[src/rtl/bolme_birimi.sv]
`default_nettype none
// ============================================================================
// Module   : bolme_birimi
// Brief    : Iterative radix-2 restoring divider for DIV/DIVU/REM/REMU in YURUT.
// Revision : 1.0 - initial release
// ============================================================================
module bolme_birimi #(
    parameter int VERI_BIT = 32
) (
    input  logic                clk_i,
    input  logic                rst_i,
    input  logic                istek_i,
    input  logic [1:0]          islem_i,
    input  logic [VERI_BIT-1:0] bolunen_i,
    input  logic [VERI_BIT-1:0] bolen_i,
    input  logic                durdur_i,
    input  logic                iptal_i,
    output logic [VERI_BIT-1:0] sonuc_o,
    output logic                sonuc_gecerli_o,
    output logic                hazir_o
);

    localparam int                  c_SAYAC_W  = $clog2(VERI_BIT);
    localparam logic [c_SAYAC_W-1:0] c_SON     = c_SAYAC_W'(VERI_BIT - 1);
    localparam logic [c_SAYAC_W-1:0] c_SAYAC_1 = c_SAYAC_W'(1);
    localparam logic [VERI_BIT-1:0] c_EN_KUCUK = {1'b1, {(VERI_BIT-1){1'b0}}};

    localparam logic [1:0] c_BOSTA   = 2'd0;
    localparam logic [1:0] c_HESAPLA = 2'd1;
    localparam logic [1:0] c_BITTI   = 2'd2;

    logic [1:0]          r_durum;
    logic [c_SAYAC_W-1:0] r_sayac;
    logic                r_kalan_sec;
    logic                r_bolum_isaret;
    logic                r_kalan_isaret;
    logic [VERI_BIT-1:0] r_bolen;
    logic [VERI_BIT-1:0] r_bolum;
    logic [VERI_BIT-1:0] r_kalan;
    logic [VERI_BIT-1:0] r_sonuc;
    logic                r_gecerli;

    logic                w_isaretli;
    logic                w_a_neg;
    logic                w_b_neg;
    logic [VERI_BIT-1:0] w_a_mag;
    logic [VERI_BIT-1:0] w_b_mag;
    logic                w_sifira;
    logic                w_tasma;
    logic [VERI_BIT:0]   w_kaydir;
    logic [VERI_BIT:0]   w_fark;
    logic [VERI_BIT-1:0] w_yeni_kalan;
    logic [VERI_BIT-1:0] w_yeni_bolum;
    logic [VERI_BIT-1:0] w_son_bolum;
    logic [VERI_BIT-1:0] w_son_kalan;

    assign w_isaretli = ~islem_i[0];
    assign w_a_neg    = w_isaretli & bolunen_i[VERI_BIT-1];
    assign w_b_neg    = w_isaretli & bolen_i[VERI_BIT-1];
    assign w_a_mag    = w_a_neg ? -bolunen_i : bolunen_i;
    assign w_b_mag    = w_b_neg ? -bolen_i : bolen_i;
    assign w_sifira   = (bolen_i == '0);
    assign w_tasma    = w_isaretli & (bolunen_i == c_EN_KUCUK) & (bolen_i == '1);

    // Partial remainder stays below |b|, so the shifted value fits in VERI_BIT+1 bits.
    assign w_kaydir     = {r_kalan, r_bolum[VERI_BIT-1]};
    assign w_fark       = w_kaydir - {1'b0, r_bolen};
    assign w_yeni_kalan = w_fark[VERI_BIT] ? w_kaydir[VERI_BIT-1:0] : w_fark[VERI_BIT-1:0];
    assign w_yeni_bolum = {r_bolum[VERI_BIT-2:0], ~w_fark[VERI_BIT]};
    assign w_son_bolum  = r_bolum_isaret ? -w_yeni_bolum : w_yeni_bolum;
    assign w_son_kalan  = r_kalan_isaret ? -w_yeni_kalan : w_yeni_kalan;

    always_ff @(posedge clk_i) begin
        if (rst_i) begin
            r_durum        <= c_BOSTA;
            r_sayac        <= '0;
            r_kalan_sec    <= 1'b0;
            r_bolum_isaret <= 1'b0;
            r_kalan_isaret <= 1'b0;
            r_bolen        <= '0;
            r_bolum        <= '0;
            r_kalan        <= '0;
            r_sonuc        <= '0;
            r_gecerli      <= 1'b0;
        end else if (iptal_i) begin
            r_durum   <= c_BOSTA;
            r_gecerli <= 1'b0;
        end else begin
            case (r_durum)
                c_BOSTA: begin
                    if (istek_i) begin
                        r_kalan_sec    <= islem_i[1];
                        r_bolum_isaret <= w_a_neg ^ w_b_neg;
                        r_kalan_isaret <= w_a_neg;
                        r_bolen        <= w_b_mag;
                        r_bolum        <= w_a_mag;
                        r_kalan        <= '0;
                        r_sayac        <= '0;
                        if (w_sifira) begin
                            r_sonuc   <= islem_i[1] ? bolunen_i : '1;
                            r_gecerli <= 1'b1;
                            r_durum   <= c_BITTI;
                        end else if (w_tasma) begin
                            r_sonuc   <= islem_i[1] ? '0 : c_EN_KUCUK;
                            r_gecerli <= 1'b1;
                            r_durum   <= c_BITTI;
                        end else begin
                            r_durum <= c_HESAPLA;
                        end
                    end
                end
                c_HESAPLA: begin
                    r_kalan <= w_yeni_kalan;
                    r_bolum <= w_yeni_bolum;
                    r_sayac <= r_sayac + c_SAYAC_1;
                    if (r_sayac == c_SON) begin
                        r_sonuc   <= r_kalan_sec ? w_son_kalan : w_son_bolum;
                        r_gecerli <= 1'b1;
                        r_durum   <= c_BITTI;
                    end
                end
                c_BITTI: begin
                    if (!durdur_i) begin
                        r_gecerli <= 1'b0;
                        r_durum   <= c_BOSTA;
                    end
                end
                default: begin
                    r_gecerli <= 1'b0;
                    r_durum   <= c_BOSTA;
                end
            endcase
        end
    end

    assign sonuc_o         = r_sonuc;
    assign sonuc_gecerli_o = r_gecerli;
    assign hazir_o         = ~(istek_i && (r_durum != c_BITTI));

endmodule
`default_nettype wire
[config.mk]
export PLATFORM = sky130hd
export DESIGN_NAME = bolme_birimi
export DESIGN_NICKNAME = d
export VERILOG_FILES = /design/src/rtl/bolme_birimi.sv
export SDC_FILE = /design/constraint.sdc
export NUM_CORES = 1
export LEC_CHECK = 0
export CORE_ASPECT_RATIO = 0.6
export CORE_UTILIZATION = 60
export DETAILED_ROUTE_END_ITERATION = 7
export PLACE_DENSITY_LB_ADDON = 0.15
export SYNTH_ARGS = -nofsm -noshare
export SYNTH_HDL_FRONTEND = slang
export SYNTH_SLANG_ARGS = --single-unit
[constraint.sdc]
create_clock -name clk_i -period 8.5 [get_ports clk_i]
set_clock_uncertainty 0.1 [all_clocks]
set_input_delay 1.7 -clock clk_i [delete_from_list [all_inputs] [get_ports clk_i]]
set_output_delay 1.7 -clock clk_i [all_outputs]
set_load 0.01 [all_outputs]
Word level (Yosys, flattened, before mapping)
Index checks and enable logic that the tools add are counted.
W data, S select, Z words.
- output and inout bits: 34
- input bits: 71
- word-level logic and storage cells: 76
- register bits after elaboration: 139
- $add $sub $neg: 6
- eq/ne operators: 10
- bitwise gates (word level): 9
- reductions and logical operators: 10
- multiplexer cells: 31
- operators with widths (cell ; number):
    $mux W32 ; 14
    $pmux W32 S2 ; 3
    $neg A32 Y32 ; 4
    $eq A32 B32 Y1 const B ; 2
    $sub A33 B32 Y33 ; 1
    $logic_not A32 Y1 ; 1
    $mux W2 ; 5
    $pmux W5 S2 ; 1
    $reduce_and A3 Y1 ; 3
    $ne A2 B2 Y1 const B ; 4
    $pmux W2 S3 ; 1
    $add A5 B1 Y5 const B ; 1
    $eq A5 B5 Y1 const B ; 1
    $mux W1 ; 5
    $mux W5 ; 1
    $reduce_and A5 Y1 ; 1
    $and A1 B1 Y1 ; 4
    $not A1 Y1 ; 4
    $reduce_and A4 Y1 ; 1
    $ne A3 B3 Y1 const B ; 1
    $pmux W1 S3 ; 1
    $eq A2 B1 Y1 const B ; 1
    $eq A2 B2 Y1 const B ; 1
    $logic_not A2 Y1 ; 1
    4 further kinds ; 4

Longest topological paths before layout
Gate-level depths: netlist (run 1).
- depth in word-level cells: 7
- mapped depth: 25
- depth with buffers taken out: 21

Worst setup path after synthesis (run 1)
OpenSTA, ideal clock, no wires.
- path type: register to register
- start: reg r_bolum[31]
- end: reg r_sonuc[28], in the netlist sonuc_o[28]
- path buffers: 4
- period minus slack after synthesis: 6.139 ns
- stages on the path, launching flop included: 26
- path slack: 2.361 ns
- data arrival time: 5.921 ns
- data required time: 8.283 ns
- setup time: 0.117 ns
- cell sequence: dfxtp_1 -> inv_1 -> ha_1 -> fa_1 -> nand2b_1 -> a21bo_2 -> a211o_1 -> a2111o_1 -> a21oi_4 -> nor2_2 -> inv_2 -> buf_2 -> buf_2 -> buf_1 -> o21ai_0 -> inv_1 -> ha_1 -> nand2_1 -> or4_1 -> or4_4 -> a221oi_2 -> or4b_1 -> buf_2 -> nor4_1 -> and3b_1 -> a32o_1
- longest elaborated chain between the ends: 7
- elaborated cells between the ends (all ways): 10
- those cells by class: add/sub (3); mux (6); bitwise (1)
- ends and longest elaborated chain (element ; line ; source):
    from (decl) ; 38 ; logic [VERI_BIT-1:0] r_bolum;
    from (signal assigned) ; 96 ; r_bolum <= w_a_mag;
    from (signal assigned) ; 114 ; r_bolum <= w_yeni_bolum;
    $sub A33 B32 Y33 ; 67 ; assign w_fark = w_kaydir - {1'b0, r_bolen};
    $mux W32 or $not A1 Y1 (tied branches) ; 68, 69 ;
    $neg A32 Y32, on equally long branches ; 71, 70 ;
    $mux W32, on equally long branches ; 71, 70 ;
    $mux W32 * ; 117 ; r_sonuc <= r_kalan_sec ? w_son_kalan : w_son_bolum;
    $mux W32 * ; 116 ; if (r_sayac == c_SON) begin
    $pmux W32 S2 * ; 89 ; case (r_durum)
    to (signal assigned) ; 100 ; r_sonuc <= islem_i[1] ? bolunen_i : '1;
    to (signal assigned) ; 104 ; r_sonuc <= islem_i[1] ? '0 : c_EN_KUCUK;
    to (signal assigned) ; 117 ;
    to (decl) ; 40 ; logic [VERI_BIT-1:0] r_sonuc;
Mark *: on every way between the ends. The rest lies on a longest branch, timed or not. The select of a mux whose other input is x is not followed.
A chain may end at the register's enable or synchronous reset.

Worst setup path in the final report (run 1)
- start: reg r_bolen[11]
- end: reg r_sonuc[28], in the netlist sonuc_o[28]
- longest elaborated chain between the ends: 7
- elaborated cells between the ends (all ways): 10
- those cells by class: add/sub (3); mux (6); bitwise (1)
- ends and longest elaborated chain (element ; line ; source):
    from (decl) ; 37 ; logic [VERI_BIT-1:0] r_bolen;
    from (signal assigned) ; 95 ; r_bolen <= w_b_mag;
    $sub A33 B32 Y33 * ; 67 ;
    $mux W32 or $not A1 Y1 (tied branches) ; 68, 69 ;
    $neg A32 Y32, on equally long branches ; 71, 70 ;
    $mux W32, on equally long branches ; 71, 70 ;
    $mux W32 * ; 117 ;
    $mux W32 * ; 116 ;
    $pmux W32 S2 * ; 89 ;
Marked as above.

==> results of run 1 <==
cells by family (layout without fill, tap and decap cells):
group           Yosys count  count (layout)
compound gates          560             560
xor+xnor                122             122
fa+ha+maj                40              40
buf+inv                 169             213
flops                   139             139
mux                      27              27
simple gates            557             557
routing by layer:
layer	part of all wire, %	GRT usage, %
met5	0	0
met4	2.2	12.59
met3	14	14.18
met2	37	54.86
met1	46	63.01
power by group:
part | internal (W) | switching (W)
Clock | 0.000504 | 0.000314
Combinational | 0.000191 | 0.000345
Sequential | 0.000678 | 0.0000267
Total | 0.00137 | 0.000686
worst max-delay path: stages (launching register included):
cell	delay (ns)
dfxtp_1	0.33
inv_1	0.05
ha_1	0.40
a21oi_1	0.30
o211ai_1	0.24
a31oi_1	0.44
a2111oi_4	0.16
nor3_2	0.93
nor2_2	0.07
inv_2	0.59
o21ai_0	0.28
inv_1	0.11
ha_1	0.19
nand2_1	0.05
or4_1	0.40
or4_4	0.44
a221oi_2	0.32
or4b_1	0.64
nor4_1	0.29
and3b_1	0.20
a32o_1	0.25
cells in the final DEF (no fill, tap or decap), types with 23 or more instances in the layout:
cell type / instances
a211oi_1: 74
a21oi_1: 126
a22oi_1: 26
a31oi_1: 23
clkdlybuf4s50_1: 103
dfxtp_1: 139
ha_1: 39
inv_1: 61
nand2_1: 108
nor2_1: 224
nor3_1: 47
o21ai_0: 139
o31ai_1: 27
or3_1: 27
xnor2_1: 65
xor2_1: 57
final timing paths:
path | to | slack, ns | from | depth (start not counted)
worst max register to register | sonuc_o[28] | 1.59 | r_bolen[11] | 20
worst max-delay path | sonuc_o[28] | 1.59 | r_bolen[11] | 20
worst min-delay path | r_bolen[18] | 0.36 | r_bolen[18] | 2
worst min register to register | r_bolen[18] | 0.36 | r_bolen[18] | 2
final cells by class:
type,instances,share of cell area (%)
Timing Repair Buffer,119,8.659
Clock buffer,20,3.435
Clock inverter,12,1.280
Sequential cell,139,20.93
Tap cell,240,2.259
Multi-Input combinational cell,1306,61.68
Inverter,62,1.751
sequential cells by signal, summed over array words and instances (netlist names):
signal,flops
r_bolen,32
r_bolum,32
r_kalan,32
sonuc_o,32
r_sayac,5
r_durum,2
r_bolum_isaret,1
r_kalan_isaret,1
r_kalan_sec,1
sonuc_gecerli_o,1
through the flow:
step	instance area [µm²]	setup WS (ns)	total power, W
2_1_floorplan	11610	2.361	0.001049
3_3_place_gp	12670	1.956	0.001222
3_5_place_dp	12670	1.823	0.001226
4_1_cts	13290	1.786	0.002035
5_1_grt	13290	1.297	0.002118
6_report	13290	1.594	0.002059
==> flow_summary.json, run 1 <==
{
  "status": "completed",
  "synth-seq-cells": 139,
  "drt-total-wl_um": 41960,
  "drc_errors": 0,
  "grt_pass1_vias": 11198,
  "fillers": 1550,
  "core_um2": 18500,
  "drtPass1Iterations": 7,
  "rsz0062_at_grt": "no",
  "hold_class": "reg -> reg",
  "finalSetupViolations": 0,
  "netlist_top_cells_area": "dfxtp_1 (24%), nor2_1 (7.2%), o21ai_0 (6.0%)",
  "synth_compound_area_share_pct": 31.61,
  "insertion_delay_ns": 0.45,
  "vias": 13029,
  "period_share_pct": 81.25,
  "gp_congestion": 1.020,
  "setup_tns_ns": 0,
  "ys_warn_count": 0,
  "post_layout_nonfiller_instances": 1898,
  "wire_per_inst_um": 22.10,
  "die_h_um": 109.8,
  "io_buffers": 104,
  "cts.sinks": 139,
  "grt-ovfl-total": 0,
  "crit_path_end_kind": "flop",
  "final_layout_size_suffix_gt1_share_pct": 5.368,
  "crit_required_ns": 8.74,
  "drtIter0Drc": 1971,
  "grt_pass1_wl_um": 64160,
  "start_util_pct": 62.77,
  "cts_buffers": 17,
  "cp-start-kind": "flop",
  "postCtsHoldBufs": 0,
  "synth_top_family_by_area": "compound AO/OA/AOI/OAI gates",
  "synth_cell_types": 85,
  "clockBufferDepth": 2,
  "hold_ws_ns": 0.3560,
  "synth_top_area_cell": "dfxtp_1",
  "die-area_um2": 19930,
  "top_level_ports": 105,
  "synth_ff_type": "dfxtp_1",
  "synth.avg_cell_area_um2": 7.193,
  "slew_viol_final": 0,
  "dp.cells": 1866,
  "htree_levels": 4,
  "critPathKind": "reg -> reg",
  "hold_viol": 0,
  "synth_area_um2": 11610,
  "async_reset_ff_share_pct": 0,
  "synth.most_common_cell": "nor2_1",
  "path_clk_slew_ns": 0.06,
  "diodes": 0,
  "cts_setup_buffers": 0,
  "vias_per_cell": 6.865,
  "tritoncts": "done",
  "cp_max_fo": 39,
  "max-vdd-ir-drop_mv": 0.1456,
  "synth_top_area_share_pct": 23.97,
  "layout.nets": 1756,
  "min_period_ns": 6.906,
  "ant_nets": 0,
  "synth-xor-area-share_pct": 9.204,
  "synthSimpleGateAreaFrac_pct": 22.83,
  "synth_fa_ha_area_share_pct": 4.375,
  "grt_max_degree": 100,
  "multi_input_area_um2": 8200,
  "cts_root_buf": "clkbuf_16",
  "max_freq_ghz": 0.1448,
  "worstMarginPinSlew_ns": 1.210,
  "synthTopCellsByCount": "nor2_1 (224), dfxtp_1 (139), o21ai_0 (139)",
  "antenna_found_initial": 0,
  "maxCapViolations": 0,
  "timing.slew.headroom_pct": 18.87,
  "syn_nets": 1725,
  "place_hpwl_um": 31540,
  "die_x_um": 181.6,
  "ys_seq_area_share_pct": 23.97,
  "powerDensity_nw_per_um2": 154.9,
  "syn2layout_area_growth_pct": 14.51,
  "muxShareOfSynthArea_pct": 2.403,
  "ctsResizeCount": 0,
  "regArea_um2": 2783,
  "syn_inst": 1614,
  "critPathArrivalTime_ns": 7.14,
  "core.rowCount": 38,
  "synth_edf_count": 0,
  "grt_usage_pct": 42.07,
  "leakage_nw": 4.911,
  "fin_util_pct": 71.88
}
Note: power is estimated with default switching activity, not from simulation.
==> run 2, diff against run 1 <==
clock period = 6.9 ns   (was 8.5 ns; I/O delays follow)
==> run 2 against run 1 <==
  * The flow now finishes with violations (DRC)
  * Critical path depth rose by 1
  * Fmax rose by 9.0%
  * Routed wire length rose by 8.1%
  * Register-to-register slack got worse by 1.0 ns
  * Die area did not move
  * Cell area rose by 0.42%
  * Hold slack got worse by 0.0062 ns
  * Global-route usage rose by 3.4 points
  * Non-clock buffer count rose by 8
  * First-iteration DRC count rose by 23%
  * Total power rose by 25%
  * Sequential power rose by 23%
  * Largest cell class unchanged
==> flow_summary.json, run 2 (synthesis gave the netlist of run 1 again) <==
{
  "status": "finished with violations",
  "violations": "DRC",
  "ant_nets": 0,
  "cts_buffers": 17,
  "max_stage_delay_ns": 0.64,
  "die_x_um": 181.6,
  "drtIter0Drc": 2426,
  "hold_ws_ns": 0.3497,
  "maxCapViolations": 0,
  "ctsResizeCount": 0,
  "grt_pass1_wl_um": 68870,
  "min_path_cells": 2,
  "critPathKind": "reg -> reg",
  "setup_tns_ns": 0,
  "finalSetupViolations": 0,
  "insertion_delay_ns": 0.45,
  "drt-total-wl_um": 45340,
  "period_share_pct": 91.82,
  "met2_usage_pct": 58.82,
  "max_freq_ghz": 0.1578,
  "postCtsHoldBufs": 0,
  "slew_viol_final": 0,
  "rsz0062_at_grt": "no",
  "cts_setup_buffers": 0,
  "leakage_nw": 4.940,
  "cts_root_buf": "clkbuf_16",
  "drc_errors": 7,
  "layout_common_cells": "nor2_1 (224), o21ai_0 (139), dfxtp_1 (139)",
  "die-area_um2": 19930,
  "powerDensity_nw_per_um2": 192.3,
  "core_um2": 18500,
  "clockBufferDepth": 2,
  "grt_usage_pct": 45.52,
  "timing.slew.headroom_pct": 17.40,
  "critPathSlowestCell": "or4b_1",
  "grtUsageMet1_pct": 65.92,
  "setup_slack_ns": 0.5646,
  "crit_path_end_kind": "flop",
  "cp-start-kind": "flop",
  "total_power_w": 0.002568,
  "r2r.worst_path.cells": 21,
  "grt-ovfl-total": 0,
  "grt_pass1_vias": 11711,
  "drtPass1Iterations": 8,
  "final_layout_size_suffix_gt1_share_pct": 5.882,
  "path_delay_family": "simple AND/OR/NAND/NOR gates",
  "tritoncts": "done",
  "top_level_ports": 105,
  "htree_levels": 4,
  "die_h_um": 109.8,
  "place_hpwl_um": 33620,
  "wire_per_inst_um": 23.79,
  "antenna_found_initial": 0,
  "hold_viol": 0,
  "crit_buf_inv": 3,
  "worstMarginPinSlew_ns": 1.208,
  "io_buffers": 104,
  "max-vdd-ir-drop_mv": 0.1834,
  "pre_cts_ws_ns": 0.7463,
  "mostFrequentLayoutCell": "nor2_1",
  "syn2layout_area_growth_pct": 14.99,
  "vias_per_cell": 7.037,
  "cts.sinks": 139,
  "use_met3_pct": 19.87,
  "core.rowCount": 38,
  "min_period_ns": 6.335,
  "layout.nets": 1764,
  "grt_max_degree": 98,
  "busiest_layer": "met1",
  "cp_num_cells": 21,
  "vias": 13412,
  "cp_max_fo": 18,
  "crit_chain": "inv_1 -> ha_1 -> fa_1 -> nand2b_1 -> a21bo_2 -> a211o_1 -> a2111o_1 -> a21oi_4 -> nor2_2 -> inv_2 -> o21ai_0 -> inv_1 -> ha_1 -> nand2_1 -> or4_1 -> or4_4 -> a221oi_2 -> or4b_1 -> nor4_2 -> nor3_1 -> a2111oi_2",
  "critPathArrivalTime_ns": 6.58,
  "crit_required_ns": 7.14,
  "gp_congestion": 1.121,
  "diodes": 0,
  "hold_class": "reg -> reg",
  "start_util_pct": 62.77,
  "path_clk_slew_ns": 0.07
}
## run 2: cell types whose count changed in the layout (fill, tap and decap cells not counted)
cell,before,now
clkinvlp_4,4,6
clkbuf_1,1,0
buf_4,16,24
inv_6,0,2
clkinv_2,4,3
clkbuf_8,2,0
## run 2: cell type report
class	instances	area, µm²
Clock buffer	17	425.4
Clock inverter	15	197.7
Sequential cell	139	2783
Timing Repair Buffer	127	1211
Inverter	62	232.7
Multi-Input combinational cell	1306	8200
Tap cell	240	300.3
Fill cell	1483	5145
## run 2: stage by stage
stage | instance area [µm²] | std cells | utilization [%]
after CTS | 13350 | 1906 | 72.18
after global placement | 12730 | 1874 | 68.81
after detailed placement | 12730 | 1874 | 68.81
after floorplan | 11610 | 1614 | -
after global routing | 13350 | 1906 | 72.18
final | 13350 | 1906 | 72.18
## run 2: metal layers
layer / share of wire [%] / up-vias
met5: 0 / -
met4: 2.6 / 0
met3: 18 / 120
met2: 37 / 1144
met1: 43 / 6136
li1: - / 6012
## run 2: worst paths after layout
path / start / end / slack [ns]
max: r_bolum[31] / sonuc_o[30] / 0.56
min: r_bolen[31] / r_bolen[31] / 0.35
max reg2reg: r_bolum[31] / sonuc_o[30] / 0.56
min reg2reg: r_bolen[31] / r_bolen[31] / 0.35
## run 2: where the power goes
| group | internal, W | leakage (nW) | switching (W) |
|---|---|---|---|
| Sequential | 0.000835 | 1.13 | 0.0000336 |
| Clock | 0.000604 | 0.288 | 0.000410 |
| Combinational | 0.000238 | 3.52 | 0.000447 |
## run 2: tightest hold or removal path, stage by stage, from the launching register on
cell and delay, ns:
dfxtp_1 0.31, nand2_1 0.05, a21oi_1 0.05
==> run 3, diff against run 2 <==
PLACE_DENSITY = 0.87   (was not set)
PLACE_DENSITY_LB_ADDON = not set   (was 0.15)
==> run 3 against run 2 <==
  * The flow now finishes without violations
  * Combinational power is 1% lower
  * Total power is 2.3% lower
  * First-iteration DRC count is 5.1% lower
  * Utilization is 0.18 points lower
  * Non-clock buffer count is 1 lower
  * Routed wire length is 0.57% lower
  * Sequential cell count stayed put
  * Worst setup slack worse by 0.042 ns
==> flow_summary.json, run 3 (synthesis gave the netlist of run 1 again) <==
{
  "status": "completed",
  "cp_max_fo": 18,
  "rsz0062_at_grt": "no",
  "grt_pass1_vias": 11604,
  "top_level_ports": 105,
  "powerDensity_nw_per_um2": 188.3,
  "final_layout_size_suffix_gt1_share_pct": 5.826,
  "hold_viol": 0,
  "fillers": 1507,
  "grt_usage_pct": 44.82,
  "hold_ws_ns": 0.3570,
  "hold_class": "reg -> reg",
  "place_hpwl_um": 33760,
  "post_layout_nonfiller_instances": 1905,
  "leakage_nw": 4.923,
  "die-area_um2": 19930,
  "drt-total-wl_um": 45090,
  "core.rowCount": 38,
  "path_clk_slew_ns": 0.07,
  "clockBufferDepth": 2,
  "ctsResizeCount": 0,
  "grt_max_degree": 99,
  "diodes": 0,
  "cp-start-kind": "flop",
  "crit_required_ns": 7.15,
  "vias_per_cell": 7.060,
  "mostFrequentLayoutCell": "nor2_1",
  "finalSetupViolations": 0,
  "syn2layout_area_growth_pct": 14.70,
  "grt-ovfl-total": 0,
  "cts_setup_buffers": 0,
  "drtIter0Drc": 2302,
  "period_share_pct": 92.43,
  "max-vdd-ir-drop_mv": 0.1943,
  "cts_buffers": 17,
  "critPathKind": "reg -> reg",
  "slew_viol_final": 0,
  "tritoncts": "done",
  "wire_per_inst_um": 23.67,
  "drc_errors": 0,
  "timing.slew.headroom_pct": 19.84,
  "setup_tns_ns": 0,
  "ant_nets": 0,
  "layout.nets": 1763,
  "start_util_pct": 62.77,
  "htree_levels": 4,
  "postCtsHoldBufs": 0,
  "cts_root_buf": "clkbuf_16",
  "dp.cells": 1873,
  "vias": 13449,
  "layout_common_cells": "nor2_1 (224), o21ai_0 (139), dfxtp_1 (139)",
  "drtPass1Iterations": 8,
  "antenna_found_initial": 2,
  "maxCapViolations": 0,
  "min_period_ns": 6.377,
  "gp_congestion": 1.063,
  "core_um2": 18500,
  "cts.sinks": 139,
  "die_h_um": 109.8,
  "grt_pass1_wl_um": 68000,
  "io_buffers": 104,
  "crit_path_end_kind": "flop",
  "worstMarginPinSlew_ns": 1.172,
  "max_freq_ghz": 0.1568,
  "die_x_um": 181.6,
  "insertion_delay_ns": 0.45,
  "critPathArrivalTime_ns": 6.63
}
run 3: cell types whose count changed in the layout (fill, tap and decap cells not counted), sizes merged:
cell / change
buf: -1
bufinv: -2
clkbuf: +2
clkinv: +1
inv: -1
run 3: area by class of cell:
cell class	instances	area, µm²	area share [%]
clock buffers	19	452.9	3.401
clock inverters	13	143.9	1.081
inverters	62	232.7	1.748
multi-input cells	1306	8200	61.58
flip-flops and latches	139	2783	20.90
well taps	240	300.3	2.255
repair buffers	126	1204	9.039
run 3: through the flow:
stage | cell area (µm²) | total power (W) | utilization (%) | setup WS [ns]
after floorplan | 11610 | 0.001293 | - | 0.7614
after global placement | 12720 | 0.001515 | 68.77 | 0.8452
after detailed placement | 12720 | 0.001522 | 68.77 | 0.6770
after CTS | 13320 | 0.002464 | 72.00 | 0.6570
after global routing | 13320 | 0.002571 | 72.00 | 0.2805
final | 13320 | 0.002507 | 72.00 | 0.5226
run 3: path summary, 6_finish.rpt:
kind,start,end,slack [ns],depth (start not counted)
worst max-delay path,r_bolum[31],sonuc_o[30],0.52,21
worst min-delay path,r_bolen[31],r_bolen[31],0.36,2
worst max register to register,r_bolum[31],sonuc_o[30],0.52,21
worst min register to register,r_bolen[31],r_bolen[31],0.36,2
run 3: power breakdown:
part / total, W / switching (W) / internal (W) / leakage, nW
Sequential: 0.000870 / 0.0000344 / 0.000835 / 1.13
Combinational: 0.000676 / 0.000440 / 0.000236 / 3.52
Clock: 0.000961 / 0.000409 / 0.000553 / 0.275
run 3: routing by layer:
layer | vias up | GRT usage, % | share of wire [%]
met5 | - | 0 | 0.029
met4 | 2 | 10.41 | 2.0
met3 | 109 | 17.19 | 17
met2 | 1105 | 60.16 | 38
met1 | 6222 | 65.63 | 43
li1 | 6011 | - | -
run 3: worst max-delay path: stages (launching register included):
cell and delay, ns:
dfxtp_1 0.34, inv_1 0.07, ha_1 0.22, fa_1 0.41, nand2b_1 0.20, a21bo_2 0.26
a211o_1 0.37, a2111o_1 0.50, a21oi_4 0.47, nor2_2 0.11, inv_2 0.18, o21ai_0 0.18
inv_1 0.09, ha_1 0.19, nand2_1 0.06, or4_1 0.41, or4_4 0.44, a221oi_2 0.22
or4b_1 0.66, nor4_2 0.37, nor3_1 0.10, a2111oi_2 0.30
